[src/rtl/trap_pkg.sv]
// -----------------------------------------------------------------------------
// trap_pkg
// Shared definitions for the writeback-stage trap/MRET sequencer:
//   - synchronous exception cause codes
//   - mstatus bit positions (MIE, MPIE, MPP)
//   - FSM state encoding
//   - mtval source selector codes and the priority-encoder result struct
//   - helpers that build the mstatus value written on trap entry and on MRET
// -----------------------------------------------------------------------------
package trap_pkg;

  localparam int XLEN_SUPPORTED = 32;

  // Exception cause codes (mcause[3:0]; mcause[31] is always 0 here)
  localparam logic [3:0] CAUSE_FETCH_MISALIGN = 4'd0;
  localparam logic [3:0] CAUSE_ILLEGAL        = 4'd2;
  localparam logic [3:0] CAUSE_BREAKPOINT     = 4'd3;
  localparam logic [3:0] CAUSE_LOAD_MISALIGN  = 4'd4;
  localparam logic [3:0] CAUSE_STORE_MISALIGN = 4'd6;
  localparam logic [3:0] CAUSE_ECALL_M        = 4'd11;

  // mstatus bit positions
  localparam int MSTATUS_MIE    = 3;
  localparam int MSTATUS_MPIE   = 7;
  localparam int MSTATUS_MPP_LO = 11;
  localparam int MSTATUS_MPP_HI = 12;

  // FSM state encoding
  localparam logic [1:0] ST_IDLE     = 2'd0;
  localparam logic [1:0] ST_TRAP     = 2'd1;
  localparam logic [1:0] ST_MRET     = 2'd2;
  localparam logic [1:0] ST_REDIRECT = 2'd3;

  // Source of the mtval value for the winning exception
  localparam logic [1:0] MTVAL_ZERO    = 2'd0;
  localparam logic [1:0] MTVAL_BADADDR = 2'd1;
  localparam logic [1:0] MTVAL_INSTR   = 2'd2;

  typedef struct packed {
    logic       exc;
    logic [3:0] cause;
    logic [1:0] mtval_sel;
  } prio_t;

  // Trap entry: MPIE <= MIE, MIE <= 0, MPP <= mpp
  function automatic logic [31:0] trap_mstatus(input logic [31:0] ms,
                                               input logic [1:0]  mpp);
    logic [31:0] r;
    r = ms;
    r[MSTATUS_MPIE] = ms[MSTATUS_MIE];
    r[MSTATUS_MIE]  = 1'b0;
    r[MSTATUS_MPP_HI:MSTATUS_MPP_LO] = mpp;
    return r;
  endfunction

  // MRET: MIE <= MPIE, MPIE <= 1, MPP <= mpp (M-mode only core)
  function automatic logic [31:0] mret_mstatus(input logic [31:0] ms,
                                               input logic [1:0]  mpp);
    logic [31:0] r;
    r = ms;
    r[MSTATUS_MIE]  = ms[MSTATUS_MPIE];
    r[MSTATUS_MPIE] = 1'b1;
    r[MSTATUS_MPP_HI:MSTATUS_MPP_LO] = mpp;
    return r;
  endfunction

endpackage

[src/rtl/trap_prio_enc.sv]
// -----------------------------------------------------------------------------
// trap_prio_enc
// Combinational priority encoder for the six synchronous exception flags of
// the retiring instruction.
// Ports:
//   fetch_misalign_i .. store_misalign_i : raw exception flags
//   prio_o : {exc, cause[3:0], mtval_sel[1:0]} of the highest-priority flag
// Priority (highest first): fetch misalign, illegal, ecall, ebreak,
// load misalign, store misalign.
// -----------------------------------------------------------------------------
module trap_prio_enc
  import trap_pkg::*;
(
  input  logic  fetch_misalign_i,
  input  logic  illegal_i,
  input  logic  ecall_i,
  input  logic  ebreak_i,
  input  logic  load_misalign_i,
  input  logic  store_misalign_i,
  output prio_t prio_o
);

  always_comb begin
    prio_o = '{exc: 1'b0, cause: 4'd0, mtval_sel: MTVAL_ZERO};
    if (fetch_misalign_i) begin
      prio_o = '{exc: 1'b1, cause: CAUSE_FETCH_MISALIGN, mtval_sel: MTVAL_BADADDR};
    end else if (illegal_i) begin
      prio_o = '{exc: 1'b1, cause: CAUSE_ILLEGAL, mtval_sel: MTVAL_INSTR};
    end else if (ecall_i) begin
      prio_o = '{exc: 1'b1, cause: CAUSE_ECALL_M, mtval_sel: MTVAL_ZERO};
    end else if (ebreak_i) begin
      prio_o = '{exc: 1'b1, cause: CAUSE_BREAKPOINT, mtval_sel: MTVAL_ZERO};
    end else if (load_misalign_i) begin
      prio_o = '{exc: 1'b1, cause: CAUSE_LOAD_MISALIGN, mtval_sel: MTVAL_BADADDR};
    end else if (store_misalign_i) begin
      prio_o = '{exc: 1'b1, cause: CAUSE_STORE_MISALIGN, mtval_sel: MTVAL_BADADDR};
    end
  end

endmodule

[src/rtl/trap_ctrl.sv]
// -----------------------------------------------------------------------------
// trap_ctrl
// Writeback-stage synchronous-exception and MRET sequencer.
// Accepts one event per retiring instruction (valid_i), prioritises the
// exception flags, writes mcause/mepc/mtval/mstatus through the CSR exception
// port for one cycle (we_exc_o), then redirects fetch for one cycle
// (redirect_o) to mtvec BASE on a trap or to mepc on MRET.
// Ports:
//   clk_i, rst_i          : clock, synchronous active-high reset
//   valid_i, pc_i, instr_i, badaddr_i : retiring instruction info
//   *_misalign_i, illegal_i, ecall_i, ebreak_i, mret_i : event flags
//   mstatus_i, mepc_i, mcause_i, mtvec_i : current CSR values
//   we_exc_o, mcause_o, mepc_o, mtval_o, mstatus_o : CSR exception write port
//   flush_o, busy_o       : pipeline kill / stall while sequencing
//   redirect_o, redirect_pc_o : fetch redirect strobe and target
// -----------------------------------------------------------------------------
module trap_ctrl
  import trap_pkg::*;
#(
  parameter int         XLEN     = 32,
  parameter logic [1:0] MPP_MODE = 2'b11
) (
  input  logic            clk_i,
  input  logic            rst_i,
  input  logic            valid_i,
  input  logic [XLEN-1:0] pc_i,
  input  logic [XLEN-1:0] instr_i,
  input  logic [XLEN-1:0] badaddr_i,
  input  logic            fetch_misalign_i,
  input  logic            illegal_i,
  input  logic            ecall_i,
  input  logic            ebreak_i,
  input  logic            load_misalign_i,
  input  logic            store_misalign_i,
  input  logic            mret_i,
  input  logic [XLEN-1:0] mstatus_i,
  input  logic [XLEN-1:0] mepc_i,
  input  logic [XLEN-1:0] mcause_i,
  input  logic [XLEN-1:0] mtvec_i,
  output logic            we_exc_o,
  output logic [XLEN-1:0] mcause_o,
  output logic [XLEN-1:0] mepc_o,
  output logic [XLEN-1:0] mtval_o,
  output logic [XLEN-1:0] mstatus_o,
  output logic            flush_o,
  output logic            busy_o,
  output logic            redirect_o,
  output logic [XLEN-1:0] redirect_pc_o
);

  prio_t prio;

  logic [1:0]      state_q, state_d;
  logic [XLEN-1:0] mcause_q, mcause_d;
  logic [XLEN-1:0] mepc_q, mepc_d;
  logic [XLEN-1:0] mtval_q, mtval_d;
  logic [XLEN-1:0] mstatus_q, mstatus_d;
  logic [XLEN-1:0] redirect_pc_q, redirect_pc_d;
  logic [XLEN-1:0] mtval_sel_val;

  // Low address bits are dropped: mepc is word-aligned and mtvec MODE is
  // ignored for synchronous exceptions.
  logic unused_low_bits;
  assign unused_low_bits = ^{pc_i[1:0], mtvec_i[1:0]};

  trap_prio_enc u_prio (
    .fetch_misalign_i (fetch_misalign_i),
    .illegal_i        (illegal_i),
    .ecall_i          (ecall_i),
    .ebreak_i         (ebreak_i),
    .load_misalign_i  (load_misalign_i),
    .store_misalign_i (store_misalign_i),
    .prio_o           (prio)
  );

  always_comb begin
    case (prio.mtval_sel)
      MTVAL_BADADDR: mtval_sel_val = badaddr_i;
      MTVAL_INSTR:   mtval_sel_val = instr_i;
      default:       mtval_sel_val = '0;
    endcase
  end

  // The CSR write values are computed when the event is accepted and held in
  // the output registers; the pipeline is stalled from then on, so mstatus_i
  // cannot change between acceptance and the write strobe.
  always_comb begin
    state_d       = state_q;
    mcause_d      = mcause_q;
    mepc_d        = mepc_q;
    mtval_d       = mtval_q;
    mstatus_d     = mstatus_q;
    redirect_pc_d = redirect_pc_q;
    case (state_q)
      ST_IDLE: begin
        if (valid_i) begin
          if (prio.exc) begin
            state_d   = ST_TRAP;
            mcause_d  = {{(XLEN-4){1'b0}}, prio.cause};
            mepc_d    = {pc_i[XLEN-1:2], 2'b00};
            mtval_d   = mtval_sel_val;
            mstatus_d = trap_mstatus(mstatus_i, MPP_MODE);
          end else if (mret_i) begin
            state_d   = ST_MRET;
            mcause_d  = mcause_i;
            mepc_d    = mepc_i;
            mtval_d   = '0;
            mstatus_d = mret_mstatus(mstatus_i, MPP_MODE);
          end
        end
      end
      ST_TRAP: begin
        state_d       = ST_REDIRECT;
        redirect_pc_d = {mtvec_i[XLEN-1:2], 2'b00};
      end
      ST_MRET: begin
        state_d       = ST_REDIRECT;
        redirect_pc_d = mepc_i;
      end
      ST_REDIRECT: begin
        state_d = ST_IDLE;
      end
      default: begin
        state_d = ST_IDLE;
      end
    endcase
  end

  always_ff @(posedge clk_i) begin
    if (rst_i) begin
      state_q       <= ST_IDLE;
      mcause_q      <= '0;
      mepc_q        <= '0;
      mtval_q       <= '0;
      mstatus_q     <= '0;
      redirect_pc_q <= '0;
    end else begin
      state_q       <= state_d;
      mcause_q      <= mcause_d;
      mepc_q        <= mepc_d;
      mtval_q       <= mtval_d;
      mstatus_q     <= mstatus_d;
      redirect_pc_q <= redirect_pc_d;
    end
  end

  // Strobes decode directly from the state so reset clears them immediately.
  assign we_exc_o      = (state_q == ST_TRAP) || (state_q == ST_MRET);
  assign redirect_o    = (state_q == ST_REDIRECT);
  assign flush_o       = (state_q != ST_IDLE);
  assign busy_o        = (state_q != ST_IDLE);
  assign mcause_o      = mcause_q;
  assign mepc_o        = mepc_q;
  assign mtval_o       = mtval_q;
  assign mstatus_o     = mstatus_q;
  assign redirect_pc_o = redirect_pc_q;

endmodule

[config.mk]
export PLATFORM = sky130hd
export DESIGN_NAME = trap_ctrl
export DESIGN_NICKNAME = d
export VERILOG_FILES = /design/src/rtl/trap_pkg.sv /design/src/rtl/trap_prio_enc.sv /design/src/rtl/trap_ctrl.sv
export SDC_FILE = /design/constraint.sdc
export NUM_CORES = 1
export LEC_CHECK = 0
export ABC_AREA = 1
export BUFFER_PORTS_ARGS = -buffer_cell sky130_fd_sc_hd__buf_2
export CORE_AREA = 2 2 153 155
export DETAILED_ROUTE_END_ITERATION = 10
export DIE_AREA = 0 0 155 157
export GPL_TIMING_DRIVEN = 0
export PLACE_DENSITY = 0.65
export SKIP_CTS_REPAIR_TIMING = 1
export SLEW_MARGIN = 30
export SYNTH_ARGS = -nofsm -noshare
export SYNTH_HDL_FRONTEND = slang
export SYNTH_SLANG_ARGS = --single-unit
export TNS_END_PERCENT = 100
[constraint.sdc]
create_clock -name clk_i -period 2.7 [get_ports clk_i]
set_input_delay 0.54 -clock clk_i [delete_from_list [all_inputs] [get_ports clk_i]]
set_output_delay 0.54 -clock clk_i [all_outputs]
set_load 0.02 [all_outputs]
== Yosys cells after proc, flatten, opt, wreduce, memory -nomap -nowiden ==
Index checks and enable logic that the tools add are counted.

* Register bits after elaboration: 162
* Bits in latches: 0
* Bits in writable memories: 0
* Bits in read-only memories: 0
* Output and inout bits: 164
* Memories kept: 0

* Add/sub/neg operators: 0
* Multipliers: 0
* Divide/modulo/power cells: 0
* $lt $le $gt $ge: 0
* Eq/ne operators: 7
* Shift operators: 0
* Multiplexer cells: 20
* Bitwise logic cells: 0
* Reductions and logical operators: 8

{| class="wikitable"
|+ Operators with widths
! operator !! count
|-
| 32-bit two-way mux || 8
|-
| 32-bit case mux with 2 select lines || 2
|-
| 7-bit two-way mux || 6
|-
| 2-bit equality test, second input constant || 3
|-
| 2-bit two-way mux || 3
|-
| 2-bit case mux with 3 select lines || 1
|-
| 2-bit nonzero test || 3
|-
| 2-bit by 1-bit equality test with 1-bit output, second input constant || 2
|-
| 3-bit inequality test, second input constant || 1
|-
| 3-bit AND reduction || 1
|-
| 2-bit zero test || 1
|-
| 2-bit inequality test, second input constant || 1
|-
| 2-bit AND reduction || 1
|-
| 2-bit OR reduction || 1
|-
| 1-bit logical OR || 1
|}

== Longest topological paths before layout ==
Gate-level depths: netlist (run 1).

* Depth after elaboration: 9
* Depth in mapped cells: 12
* Gate-level depth less buffers: 11

== Modules after synthesis ==
Synthesis (run 1) repeated with hierarchy kept, for this count alone.

* Cell total of the unflattened synthesis: 1,182
* Area total of the unflattened synthesis: 7,564.8 sq um

{| class="wikitable"
|+ By module, submodules not included
! module !! instances !! cells an instance !! area each (sq um) !! seq. area each (sq um)
|-
| trap_ctrl || 1 || 1,165 || 7,472.2 || 3,223.1
|-
| trap_prio_enc || 1 || 17 || 92.6 || 0.0
|}

== Worst setup path after synthesis (run 1) ==
OpenSTA, ideal clock, no wires.

* Path kind: input port to flip-flop
* Start point: input port load_misalign_i
* End point: register mtval_q[19], in the netlist mtval_o[19]
* Setup time: 0.113 ns
* Arrival time: 1.960 ns
* Slack: 0.627 ns
* Stages on the path: 10
* Cell sequence: nor2_2 nand3b_1 nand2_1 ha_1 clkinv_1 buf_1 nand2_1 nor2_1 nor2_1 nor2_1

* Cells in the longest elaborated chain, start to end: 8
* Elaborated cells on any way between the ends: 11
* Classes of those cells: eq/ne (2); mux (7); reduce/logical (2)

{| class="wikitable"
|+ Ends and longest elaborated chain
! what !! RTL line !! text
|-
| from (decl) || trap_ctrl.sv:33 || <nowiki>input logic load_misalign_i,</nowiki>
|-
| 7-bit two-way mux * || trap_prio_enc.sv:33 || <nowiki>end else if (load_misalign_i) begin</nowiki>
|-
| 7-bit two-way mux * || trap_prio_enc.sv:31 || <nowiki>end else if (ebreak_i) begin</nowiki>
|-
| 7-bit two-way mux * || trap_prio_enc.sv:29 || <nowiki>end else if (ecall_i) begin</nowiki>
|-
| 7-bit two-way mux * || trap_prio_enc.sv:27 || <nowiki>end else if (illegal_i) begin</nowiki>
|-
| 7-bit two-way mux * || trap_prio_enc.sv:25 || <nowiki>if (fetch_misalign_i) begin</nowiki>
|-
| 2-bit equality test or 2-bit by 1-bit equality test with 1-bit output (tied branches) || trap_ctrl.sv:77 || <nowiki>case (prio.mtval_sel)</nowiki>
|-
| 32-bit case mux with 2 select lines || trap_ctrl.sv:77 ||
|-
| 32-bit two-way mux || trap_ctrl.sv:97 || <nowiki>if (prio.exc) begin</nowiki>
|-
| to (signal assigned) || trap_ctrl.sv:141 || <nowiki>mtval_q <= mtval_d;</nowiki>
|-
| to (decl) || trap_ctrl.sv:56 || <nowiki>logic [XLEN-1:0] mtval_q, mtval_d;</nowiki>
|}

Mark *: on every way between the ends. The rest lies on a longest branch, timed or not.
A chain may end at the register's enable or synchronous reset.

== Worst setup path after layout (run 1) ==
* Start point: register state_q[0]
* End point: output port flush_o

* Cells in the longest elaborated chain, start to end: 1

{| class="wikitable"
|+ Ends and longest elaborated chain
! what !! RTL line !! text
|-
| from (decl) || trap_ctrl.sv:53 || <nowiki>logic [1:0] state_q, state_d;</nowiki>
|-
| from (signal assigned) || trap_ctrl.sv:138 || <nowiki>state_q <= state_d;</nowiki>
|-
| 2-bit nonzero test || trap_ctrl.sv:150 || <nowiki>assign flush_o = (state_q != ST_IDLE);</nowiki>
|-
| to (decl) || trap_ctrl.sv:45 || <nowiki>output logic flush_o,</nowiki>
|}

Every way passes these cells.

==> flow_summary.ini, run 1 <==
[timing]
tightest_slew_ns = 0.754
finalHoldViolCount = 0
fin_crit_ns = 2.52
fmax_mhz = 397
setup_violations = 0
finalCritPeriodShare_pct = 93.2
fin_tns_setup_ns = 0
clock_skew_ns = 0.0132
timing.final.max_slew_violations = 0
relSlewSlack_pct = 49.7
rsz0062_at_grt = false

[job]
drv_cap = 0

[detailed_routing]
post_drt_wl_per_cell_um = 14.7
wirelength_um = 30300
vias_per_cell = 4.56
drc = 0
ant_nets = 0
vias = 9368
first_pass_iters = 5
drtIter0Drc = 539

[critical_path]
crit_start = state_q[0]
ff2ff_setup_slack_ns = 0.63
worst-path-stages = 6
critPathLaunchType = flop
slowest_delay_ns = 0.41
worst_r2r_path_depth = 7
crit_required_ns = 2.16
path_class = flop to primary output
critical_path_buf_inv_count = 5
path_common_cell = inv_1
crit_slowest_cell = clkbuf_1
crit_fanout = 10
critPathArrivalTime_ns = 1.98
path_delay_family = buffers and inverters
r2r_start = state_q[1]
crit_end = flush_o
cp-end-kind = primary output
r2r-end = redirect_pc_o[21]
cp_cell_sequence = inv_1 -> ha_1 -> clkbuf_1 -> inv_1 -> buf_4 -> buf_2

[yosys]
synth_top_family_by_area = simple AND/OR/NAND/NOR gates
synth.ff_latch_count = 161
synth_top_cell_area_share_pct = 39.6
synth_area_mm2 = 0.00815
syn_inst = 1348
synth.most_common_cell = nand2_1
yosysUniqueCellTypes = 22
synth_compound_area_share_pct = 5.62
synthXorXnorAreaFrac_pct = 0
yosysWarnings = 0
synthTopCellsByCount = nand2_1 (507), nor2_1 (252), inv_1 (181)
async_flop_share_pct = 0
yosys.area_share.simple_pct = 40.6
synth_edf_count = 0
ys_seq_area_share_pct = 39.6
synth_fa_ha_area_share_pct = 0.922
yosys.area.top_type = dfxtp_1
syn_nets = 1588
synth_flop_cell = dfxtp_1
synth.area.top_cells = dfxtp_1 (40%), nand2_1 (23%), nor2_1 (12%)
synth_mux_area_share_pct = 0
syn_area_per_cell_um2 = 6.04

[layout]
fillers = 2437
fin_area_mm2 = 0.0111
nets = 1997
final_layout_size_suffix_gt1_share_pct = 26.2
seq_area_mm2 = 0.00322
num_antenna_cells = 0
multi_input_area_mm2 = 0.00384
area_growth_pct = 35.8

[placed_design]
gp_congestion = 0.872
post-dp-hpwl_um = 23400
io_buffers = 390
placed_area_mm2 = 0.0105

[grt]
grt_overflow = 0
grt_pass1_wl_um = 45300
track_usage_pct = 23.9
grt_pass1_vias = 8593
antenna_found_initial = 1
grt_start_max_net_pins = 17

[clock_tree]
numCtsBuffers = 17
clk_latency_ns = 0.43
cts_tree = done
htreeDepth = 4
path_clk_slew_ns = 0.07
clockBufferDepth = 2
cts_root_buf = clkbuf_16
clock_sinks = 161

[run_status]
outcome = complete, no violations

[die]
io_pins = 398
initial_utilization_pct = 36.2
row_count = 55
die_y_um = 157
die_w_um = 155
core_mm2 = 0.0225
design.die.area_mm2 = 0.0243

[power]
leakagePower_nw = 6.51
power.density_mw_per_mm2 = 874
peakVddDrop_v = 0.000454

[hold_path]
hp-start = rst_i
hold_class = input pin to flop
## per-layer routing
metal / vias up / routed length, um / GRT usage [%]
met4: 2 / 456 / 6.44
met1: 4143 / 13000 / 29.3
met2: 351 / 14600 / 41.9
li1: 4841 / - / -
met3: 31 / 2140 / 5.70
met5: - / 13 / 0
## cell families after synthesis
family / Yosys count
AO/OA/AOI/OAI: 76
flip-flops: 161
buffers and inverters: 271
adder cells (fa/ha/maj): 6
AND/OR/NAND/NOR: 834
## cell type report
cell class	instances	area share (%)
buffer	88	3.55
clock buffer	19	4.00
inverter	183	6.21
sequential	161	29.1
clock inverter	13	1.47
multi-input combinational	916	34.8
tap	285	3.22
timing repair buffer	390	17.6
## worst reg2reg max path, delay by kind of cell, from the launching register on
| kind | cells | cell delay (ns) |
|---|---|---|
| fa+ha+maj | 1 | 0.29 |
| buf+inv | 4 | 1.03 |
| flops | 1 | 0.36 |
| simple gates | 1 | 0.17 |
| compound gates | 1 | 0.12 |
## stage by stage
step                      hold slack (ns)  total power, W  worst slack, ns  util, %  std cells
after floorplan                     0.530         0.00577            0.627        -       1348
after global placement              0.444         0.00713           0.0273     46.5       2023
after detailed placement            0.451         0.00717           0.0316     46.5       2023
after CTS                           0.335         0.00973            0.170     49.2       2055
after global routing                0.341          0.0103           0.0576     49.2       2055
final                               0.338         0.00967            0.184     49.2       2055
## worst min-delay path by stage
stage | cells after the start | end | slack [ns]
after CTS | 2 | mstatus_o[31] | 0.34
after floorplan | 2 | mstatus_o[31] | 0.53
final | 2 | mstatus_o[31] | 0.34
after detailed placement | 2 | mstatus_o[28] | 0.45
after global routing | 2 | mstatus_o[31] | 0.34
after global placement | 2 | mstatus_o[10] | 0.44
## power by group
group	internal [W]	switching (W)
combinational	0.00126	0.00262
sequential	0.00295	0.000296
clock	0.00143	0.00111
## registers in the layout (all words and copies together), names as in the netlist
name	flops
redirect_pc_o	32
mstatus_o	31
state_q	2
mcause_o	32
mepc_o	32
mtval_o	32
## cell usage in the layout, fill, tap and decap left out, types with 2 or more instances in the layout
master / synthesis / layout
nand2_1: 507 / 507
buf_2: 26 / 416
nor2_1: 252 / 252
inv_1: 181 / 181
dfxtp_1: 161 / 161
clkbuf_1: 45 / 46
a21oi_1: 40 / 40
nand4_1: 34 / 34
nand3_1: 33 / 33
o211ai_1: 31 / 31
clkbuf_16: 0 / 17
buf_1: 9 / 9
buf_4: 8 / 8
ha_1: 6 / 6
o21ai_0: 5 / 5
inv_6: 0 / 5
inv_8: 0 / 3
nor2_4: 2 / 2
nand3_2: 2 / 2
bufinv_16: 0 / 2
clkinv_4: 0 / 2
Note: power is estimated with default switching activity, not from simulation.
==> run 2, diff against run 1 <==
Settings changed: CAP_MARGIN from default to 15, CORE_AREA 2 2 153 155 to 2 2 155 157, DIE_AREA 0 0 155 157 to 0 0 157 159, PLACE_DENSITY 0.65 to default.
==> flow_summary.ini, run 2 (synthesized netlist as in run 1, its figures left out) <==
[run_status]
outcome = complete, no violations

[detailed_routing]
ant_nets = 0
post_drt_wl_per_cell_um = 14.5
wirelength_um = 30400
vias_per_cell = 4.40
drc = 0
vias = 9210
drtIter0Drc = 422
first_pass_iters = 5

[timing]
rsz0062_at_grt = false
setup_violations = 0
fmax_mhz = 393
fin_tns_setup_ns = 0
clock_skew_ns = 0.00994
relSlewSlack_pct = 52.1
timing.final.max_slew_violations = 0
fin_crit_ns = 2.54
finalHoldViolCount = 0
tightest_slew_ns = 0.718
finalCritPeriodShare_pct = 94.2
setup_ws_ns = 0.157

[layout]
mostFrequentLayoutCells = nand2_1 (507), buf_2 (416), nor2_1 (252), inv_1 (181), dfxtp_1 (161)
fillers = 2511
layout_commonest_cell = nand2_1
area_growth_pct = 35.7
nets = 1997
final_layout_size_suffix_gt1_share_pct = 26.1
multi_input_area_mm2 = 0.00384
fin_cells = 2091
seq_area_mm2 = 0.00322
fin_area_mm2 = 0.0111

[grt]
antenna_found_initial = 2
grt_pass1_wl_um = 46200
track_usage_pct = 23.7
grt_start_max_net_pins = 17
grt_pass1_vias = 8731
grt_overflow = 0

[die]
row_count = 56
die_y_um = 159
initial_utilization_pct = 35.1
io_pins = 398
die_w_um = 157
core_mm2 = 0.0232
design.die.area_mm2 = 0.0250

[hold_path]
hold_class = input pin to flop

[critical_path]
cp-end-kind = primary output
critPathLaunchType = flop
path_common_cell = inv_1
path_class = flop to primary output
path_delay_family = buffers and inverters
crit_required_ns = 2.16
cp_cell_sequence = inv_1 -> ha_1 -> clkbuf_1 -> inv_1 -> buf_4 -> buf_2
ff2ff_setup_slack_ns = 0.65
crit_slowest_cell = clkbuf_1
crit_fanout = 10
slowest_delay_ns = 0.43
critical_path_buf_inv_count = 5
critPathArrivalTime_ns = 2.00

[clock_tree]
clock_sinks = 161
cts_tree = done
path_clk_slew_ns = 0.07
numCtsBuffers = 17
clockBufferDepth = 2
cts_root_buf = clkbuf_16
htreeDepth = 4
clk_latency_ns = 0.44

[job]
drv_cap = 0

[placed_design]
dpl_worst_slack_ns = 0.0666
place_inst = 2057
io_buffers = 390
gp_congestion = 0.851
placed_area_mm2 = 0.0105
post-dp-hpwl_um = 23700

[power]
peakVddDrop_v = 0.000451
leakagePower_nw = 6.48
total_power_w = 0.00946
power.density_mw_per_mm2 = 856
[run 2: worst reg2reg max path: stages (launching register included)]
cell	delay (ns)
dfxtp_1	0.36
inv_1	0.08
ha_1	0.29
clkbuf_1	0.37
clkbuf_1	0.44
nand3_1	0.22
o211ai_1	0.13
inv_1	0.05
[run 2: final timing paths]
check	startpoint	to	depth (start not counted)
min reg2reg	mstatus_o[8]	mstatus_o[8]	2
min	rst_i	mstatus_o[31]	2
max reg2reg	state_q[1]	redirect_pc_o[3]	7
max	state_q[0]	flush_o	6
[run 2: report_power, final]
| part | leakage (nW) | internal, W | switching [W] |
|---|---|---|---|
| clock network | 0.265 | 0.00121 | 0.00112 |
| registers | 1.33 | 0.00295 | 0.000293 |
| logic | 4.89 | 0.00126 | 0.00263 |
| total | 6.48 | 0.00543 | 0.00404 |
[run 2: area by class of cell]
| type | count | share of cell area, % |
|---|---|---|
| multi-input cells | 916 | 34.8 |
| clock buffers | 19 | 3.92 |
| diodes | 2 | 0.0453 |
| flip-flops and latches | 161 | 29.2 |
| inverters | 183 | 6.21 |
| repair buffers | 390 | 17.7 |
| plain buffers | 88 | 3.55 |
| well taps | 319 | 3.61 |
| clock inverters | 13 | 1.08 |
[run 2: metal layers]
layer  part of all wire, %  global-route usage [%]
met5                     0                       0
met4                   1.6                    6.55
met3                   7.6                    6.70
met2                    49                    41.9
met1                    42                    27.9
[run 2: metrics by stage]
step	hold slack [ns]	utilization (%)
5_1_grt	0.340	47.7
6_report	0.337	47.7
3_3_place_gp	0.446	45.3
2_1_floorplan	0.530	-
3_5_place_dp	0.449	45.3
4_1_cts	0.323	47.6
